===== src/rtl/demux_pkg.sv =====
// ---------------------------------------------------------------------------
// demux_pkg
//
// Shared definitions for the buffered 1-to-2 16-bit demultiplexer.
//
// Contents:
//   WIDTH  - data word width (16)
//   DEPTH  - entries per output buffer (fixed at 2)
//   CNT_W  - width of the per-output transfer counters (16)
//   occ_t  - per-buffer occupancy, legal values 0..2
// ---------------------------------------------------------------------------
package demux_pkg;

  localparam int WIDTH = 16;
  localparam int DEPTH = 2;
  localparam int CNT_W = 16;

  // Occupancy of one output buffer. The encoding is the plain count, so
  // the value 3 is never reached.
  typedef enum logic [1:0] {
    OCC_EMPTY = 2'd0,
    OCC_ONE   = 2'd1,
    OCC_FULL  = 2'd2
  } occ_t;

endpackage


===== src/rtl/demux_out_buf.sv =====
// ---------------------------------------------------------------------------
// demux_out_buf
//
// Two-entry FIFO that feeds one demultiplexer output, plus a wrap-around
// count of the words delivered out of it.
//
// Ports:
//   clk    in   rising-edge clock
//   rst_n  in   synchronous active-low reset (empties buffer, zeroes head
//               and counter)
//   push   in   write wdata at the tail (ignored when full)
//   wdata  in   word to write
//   ready  in   sink consumes the head this cycle (ignored when empty)
//   clr    in   synchronous counter clear, wins over a same-cycle transfer
//   head   out  current head word; holds its last value once empty
//   valid  out  buffer non-empty
//   full   out  buffer holds DEPTH words
//   cnt    out  number of words delivered, modulo 2^CNT_W
// ---------------------------------------------------------------------------
module demux_out_buf #(
  parameter int WIDTH = demux_pkg::WIDTH,
  parameter int DEPTH = demux_pkg::DEPTH,
  parameter int CNT_W = demux_pkg::CNT_W
) (
  input  logic             clk,
  input  logic             rst_n,
  input  logic             push,
  input  logic [WIDTH-1:0] wdata,
  input  logic             ready,
  input  logic             clr,
  output logic [WIDTH-1:0] head,
  output logic             valid,
  output logic             full,
  output logic [CNT_W-1:0] cnt
);

  import demux_pkg::*;

  logic [WIDTH-1:0] mem [DEPTH];
  logic             rd_ptr;
  logic             wr_ptr;
  occ_t             occ;
  occ_t             occ_next;
  logic [WIDTH-1:0] head_next;
  logic             pop;
  logic             do_push;

  assign valid   = (occ != OCC_EMPTY);
  assign full    = (occ == OCC_FULL);
  assign pop     = valid && ready;
  // A full buffer refuses the push even if it is also being popped: there
  // is no pass-through path.
  assign do_push = push && !full;

  always_comb begin
    occ_next = occ;
    case ({do_push, pop})
      2'b10:   occ_next = occ_t'(occ + 2'd1);
      2'b01:   occ_next = occ_t'(occ - 2'd1);
      default: occ_next = occ;
    endcase
  end

  // The head is registered so it can keep showing the last delivered word
  // after the buffer drains, instead of whatever stale slot rd_ptr points
  // at. When the buffer will be non-empty, the new head is the incoming
  // word if it lands in front (buffer was empty, or one entry being
  // popped), otherwise the older entry behind the one being popped.
  always_comb begin
    head_next = head;
    if (occ_next != OCC_EMPTY) begin
      if (occ == OCC_EMPTY || (occ == OCC_ONE && pop)) begin
        head_next = wdata;
      end else if (pop) begin
        head_next = mem[~rd_ptr];
      end
    end
  end

  // Storage array carries no reset; occupancy alone decides what is live.
  always_ff @(posedge clk) begin
    if (do_push) begin
      mem[wr_ptr] <= wdata;
    end
  end

  always_ff @(posedge clk) begin
    if (!rst_n) begin
      occ    <= OCC_EMPTY;
      rd_ptr <= 1'b0;
      wr_ptr <= 1'b0;
      head   <= '0;
    end else begin
      occ  <= occ_next;
      head <= head_next;
      if (do_push) begin
        wr_ptr <= ~wr_ptr;
      end
      if (pop) begin
        rd_ptr <= ~rd_ptr;
      end
    end
  end

  always_ff @(posedge clk) begin
    if (!rst_n) begin
      cnt <= '0;
    end else if (clr) begin
      cnt <= '0;
    end else if (pop) begin
      cnt <= cnt + CNT_W'(1);
    end
  end

endmodule


===== src/rtl/demux_1_2_16bit_buf.sv =====
// ---------------------------------------------------------------------------
// demux_1_2_16bit_buf
//
// Buffered 1-to-2 demultiplexer for 16-bit words. One valid/ready source is
// steered by S into one of two 2-entry buffers feeding sinks A and B; each
// output keeps a wrap-around count of delivered words.
//
// Ports:
//   clk, rst_n          clock and synchronous active-low reset
//   D, S                input word and its route select (0 -> A, 1 -> B)
//   D_valid, D_ready    input handshake
//   A, A_valid, A_ready output A head word and handshake
//   B, B_valid, B_ready output B head word and handshake
//   CLR                 synchronous clear of both counters
//   CNT_A, CNT_B        words delivered out of A / B
// ---------------------------------------------------------------------------
module demux_1_2_16bit_buf #(
  parameter int WIDTH = demux_pkg::WIDTH,
  parameter int DEPTH = demux_pkg::DEPTH,
  parameter int CNT_W = demux_pkg::CNT_W
) (
  input  logic             clk,
  input  logic             rst_n,
  input  logic [WIDTH-1:0] D,
  input  logic             S,
  input  logic             D_valid,
  output logic             D_ready,
  output logic [WIDTH-1:0] A,
  output logic             A_valid,
  input  logic             A_ready,
  output logic [WIDTH-1:0] B,
  output logic             B_valid,
  input  logic             B_ready,
  input  logic             CLR,
  output logic [CNT_W-1:0] CNT_A,
  output logic [CNT_W-1:0] CNT_B
);

  logic full_a;
  logic full_b;
  logic accept;
  logic push_a;
  logic push_b;

  // Readiness looks only at the selected buffer's fullness, never at the
  // sinks' ready lines, so no combinational path runs from A/B_ready back
  // to the source.
  assign D_ready = rst_n && (S ? !full_b : !full_a);
  assign accept  = D_valid && D_ready;
  assign push_a  = accept && !S;
  assign push_b  = accept && S;

  demux_out_buf #(
    .WIDTH (WIDTH),
    .DEPTH (DEPTH),
    .CNT_W (CNT_W)
  ) u_buf_a (
    .clk   (clk),
    .rst_n (rst_n),
    .push  (push_a),
    .wdata (D),
    .ready (A_ready),
    .clr   (CLR),
    .head  (A),
    .valid (A_valid),
    .full  (full_a),
    .cnt   (CNT_A)
  );

  demux_out_buf #(
    .WIDTH (WIDTH),
    .DEPTH (DEPTH),
    .CNT_W (CNT_W)
  ) u_buf_b (
    .clk   (clk),
    .rst_n (rst_n),
    .push  (push_b),
    .wdata (D),
    .ready (B_ready),
    .clr   (CLR),
    .head  (B),
    .valid (B_valid),
    .full  (full_b),
    .cnt   (CNT_B)
  );

endmodule

===== config.mk =====
export PLATFORM = sky130hd
export DESIGN_NAME = demux_1_2_16bit_buf
export DESIGN_NICKNAME = d
export VERILOG_FILES = /design/src/rtl/demux_pkg.sv /design/src/rtl/demux_out_buf.sv /design/src/rtl/demux_1_2_16bit_buf.sv
export SDC_FILE = /design/constraint.sdc
export NUM_CORES = 1
export LEC_CHECK = 0
export BUFFER_PORTS_ARGS = -buffer_cell sky130_fd_sc_hd__buf_2
export CORE_UTILIZATION = 53
export DETAILED_ROUTE_END_ITERATION = 16
export PLACE_DENSITY = 0.74
export REMOVE_ABC_BUFFERS = 1
export SYNTH_ARGS = -nofsm -noshare
export SYNTH_HDL_FRONTEND = slang
export SYNTH_HIERARCHICAL = 1
export SYNTH_SLANG_ARGS = --single-unit

===== constraint.sdc =====
create_clock -name clk -period 4.9 [get_ports clk]
set_clock_uncertainty 0.05 [all_clocks]
set_input_delay 0.735 -clock clk [delete_from_list [all_inputs] [get_ports clk]]
set_output_delay 0.735 -clock clk [all_outputs]
set_load 0.01 [all_outputs]

==> results.sh <==
export IMPL_dr_pass1_iters=4
export IMPL_core_area_sq_um=10800
export IMPL_via_per_inst=5.35
export IMPL_worstSetupPathType="reg -> reg"
export IMPL_antenna_found_initial=0
export IMPL_die_w_microns=107
export IMPL_grt_pass1_wl_microns=19300
export IMPL_area_delta_synth_final_pct=17.6
export IMPL_worstHoldPathType="reg -> reg"
export IMPL_routedWlPerCell_microns=15.8
export IMPL_drt_iter0_markers=257
export IMPL_max_vdd_ir_drop_uv=251
export IMPL_cts_root_buf="clkbuf_8"
export IMPL_rsz0062_at_grt="no"
export IMPL_cp_arrival_ns=3.09
export IMPL_finalCritPeriodShare_pct=55.2
export IMPL_crit_path_start_kind="flop"
export IMPL_die_area_sq_um=11600
export IMPL_initial_core_util_pct=54.4
export IMPL_tightest_slew_ns=1.10
export IMPL_row_count=38
export IMPL_async_flop_share_pct=0
export IMPL_hp_start="u_buf_a/head[6]"
export IMPL_cts_sinks=136
export IMPL_fp_dieH_microns=107
export IMPL_fmax_mhz=370
export IMPL_gp_congestion=0.714
export IMPL_routed_wl_microns=11800
export IMPL_gr_total_overflow=0
export IMPL_postRouteAntennaNets=0
export IMPL_drive_gt1_share_pct=22.2
export IMPL_ys_warn_count=6
export IMPL_finalSetupViolCount=0
export IMPL_ios=90
export IMPL_ys_ff_latch=136
export IMPL_final_area_sq_um=6940
export IMPL_synth_area_sq_um=5900
export IMPL_grt_pass1_vias=3918
export IMPL_cts_tree="yes"
export IMPL_relSlewSlack_pct=26.2
export IMPL_synth_ff_type="dfxtp_1"
export IMPL_crit_fanout=16
export IMPL_placed_cell_area_sq_um=6400
export IMPL_powerDensity_nw_per_um2=536
export IMPL_htreeDepth=4
export IMPL_io_buffer_count=89
export IMPL_syn_inst=512
export IMPL_fin_cells=748
export IMPL_fin_crit_ns=2.71
export IMPL_dpl_worst_slack_ns=1.93
export IMPL_critPathLaunch="u_buf_b/occ[0]"
export IMPL_final_max_slew_viol_count=0
export IMPL_finalHoldViolations=0
export IMPL_nNetsFinal=627
export IMPL_final_common_cell="buf_2"
export IMPL_synth_edf_count=64
export IMPL_cts_hold_buffers=0
export IMPL_clk_path_buf_depth=2
export IMPL_post_cts_buffers=0
export IMPL_via_count=4004
export IMPL_total_leakage_power_uw=0.00270
export IMPL_cp_end_kind="flop"
export IMPL_detailed_place_hpwl_microns=7480
export IMPL_antenna_cells=0
export IMPL_dp_cells=717
export IMPL_clock_latency_ns=0.52
export IMPL_outcome="complete, no violations"
export IMPL_drc=0
export IMPL_cts_buffers=17
export IMPL_timing_final_ws_setup_ns=2.19
export IMPL_layout_common_cells="buf_2, nand2_1, dfxtp_1, mux2i_1, edfxtp_1"
export IMPL_gr_usage_all_layers_pct=22.1
export IMPL_setup_tns_final_ns=0
export IMPL_cap_violations=0
export IMPL_cts_repair_resized=0
export IMPL_grt_max_degree=76
export IMPL_critPathRequiredTime_ns=5.29
export IMPL_ys_seq_area_share_pct=57.0
export IMPL_syn_area_per_cell_sq_um=11.5
export IMPL_synth_distinct_cells=46
export IMPL_clk_pin_slew_ns=0.06
export IMPL_reg2reg_from="u_buf_b/occ[0]"
[Yosys cell counts (4+ instances only)]
master    instances  area share (%)
and4_1            4            0.59
ha_1              8             1.7
inv_1            13            0.83
and2_1            7            0.74
buf_2             6            0.51
o211ai_1         32             4.1
nand4_1           8            0.85
nor2_1           38             2.4
xnor2_1          17             2.5
edfxtp_1         64              33
nand2_1          72             4.6
nand3_1          11            0.93
mux2i_1          68              12
dfxtp_1          72              24
o21ai_0           4            0.34
nand2b_1          5            0.53
xor2_1           17             2.5
a21oi_1           8            0.68
clkbuf_1         18             1.1
[state kept, by name (all words and copies together) (netlist names)]
signal          flops
u_buf_b/occ         2
u_buf_b/cnt        16
u_buf_a/head       16
u_buf_b/wr_ptr      1
u_buf_a/occ         2
u_buf_b/mem        32
u_buf_a/rd_ptr      1
u_buf_a/cnt        16
u_buf_b/head       16
u_buf_b/rd_ptr      1
u_buf_a/wr_ptr      1
u_buf_a/mem        32
[cells by family (layout without fill, tap and decap cells)]
family,count (synthesis),after routing,share of synthesized area (%)
AND/OR/NAND/NOR,169,169,14.2
flip-flops,136,136,57.0
multiplexers,69,69,11.7
AO/OA/AOI/OAI,51,51,6.32
buffers and inverters,43,139,3.65
XOR/XNOR,34,34,5.05
adder cells (fa/ha/maj),10,10,2.04
[per-layer routing]
metal | vias up | routed length, microns | GRT usage (%)
li1 | 1982 | - | -
met1 | 1898 | 5150 | 27.5
met2 | 110 | 5860 | 35.8
met3 | 14 | 656 | 5.69
met4 | 0 | 174 | 10.4
met5 | - | 0 | 0
[worst max-delay path: stages, from the launching register on]
cell      delay (ns)
dfxtp_1         0.42
inv_1           0.09
ha_1            0.23
nor3b_1         0.23
nand2b_2        0.18
mux2i_1         0.22
a221o_1         0.88
mux2i_1         0.29
[per-stage QoR]
stage          hold slack (ns)  total power [uW]  util, %
2_1_floorplan            0.429              2240        -
3_3_place_gp             0.388              2550     59.1
3_5_place_dp             0.394              2590     59.1
4_1_cts                  0.399              3750     64.0
5_1_grt                  0.409              3920     64.0
6_report                 0.400              3720     64.0
[power by group]
group          internal (uW)  switching, uW  total (uW)
combinational            489            631        1120
clock                    709            441        1150
sequential              1330            123        1450
[path summary, 6_finish.rpt]
path	endpoint	slack, ns	cells after the start
setup reg to reg	u_buf_b/head[11]	2.19	7
hold reg to reg	u_buf_a/head[6]	0.40	2
setup / recovery	u_buf_b/head[11]	2.19	7
hold / removal	u_buf_a/head[6]	0.40	2
[area by class of cell]
| class | instances | area (sq um) |
|---|---|---|
| clock buffer | 19 | 422 |
| clock inverter | 12 | 111 |
| fill | 873 | 3900 |
| inverter | 13 | 48.8 |
| multi-input combinational | 333 | 2330 |
| sequential | 136 | 3360 |
| tap | 140 | 175 |
| timing repair buffer | 95 | 490 |
(Power assumes the default switching activity.)
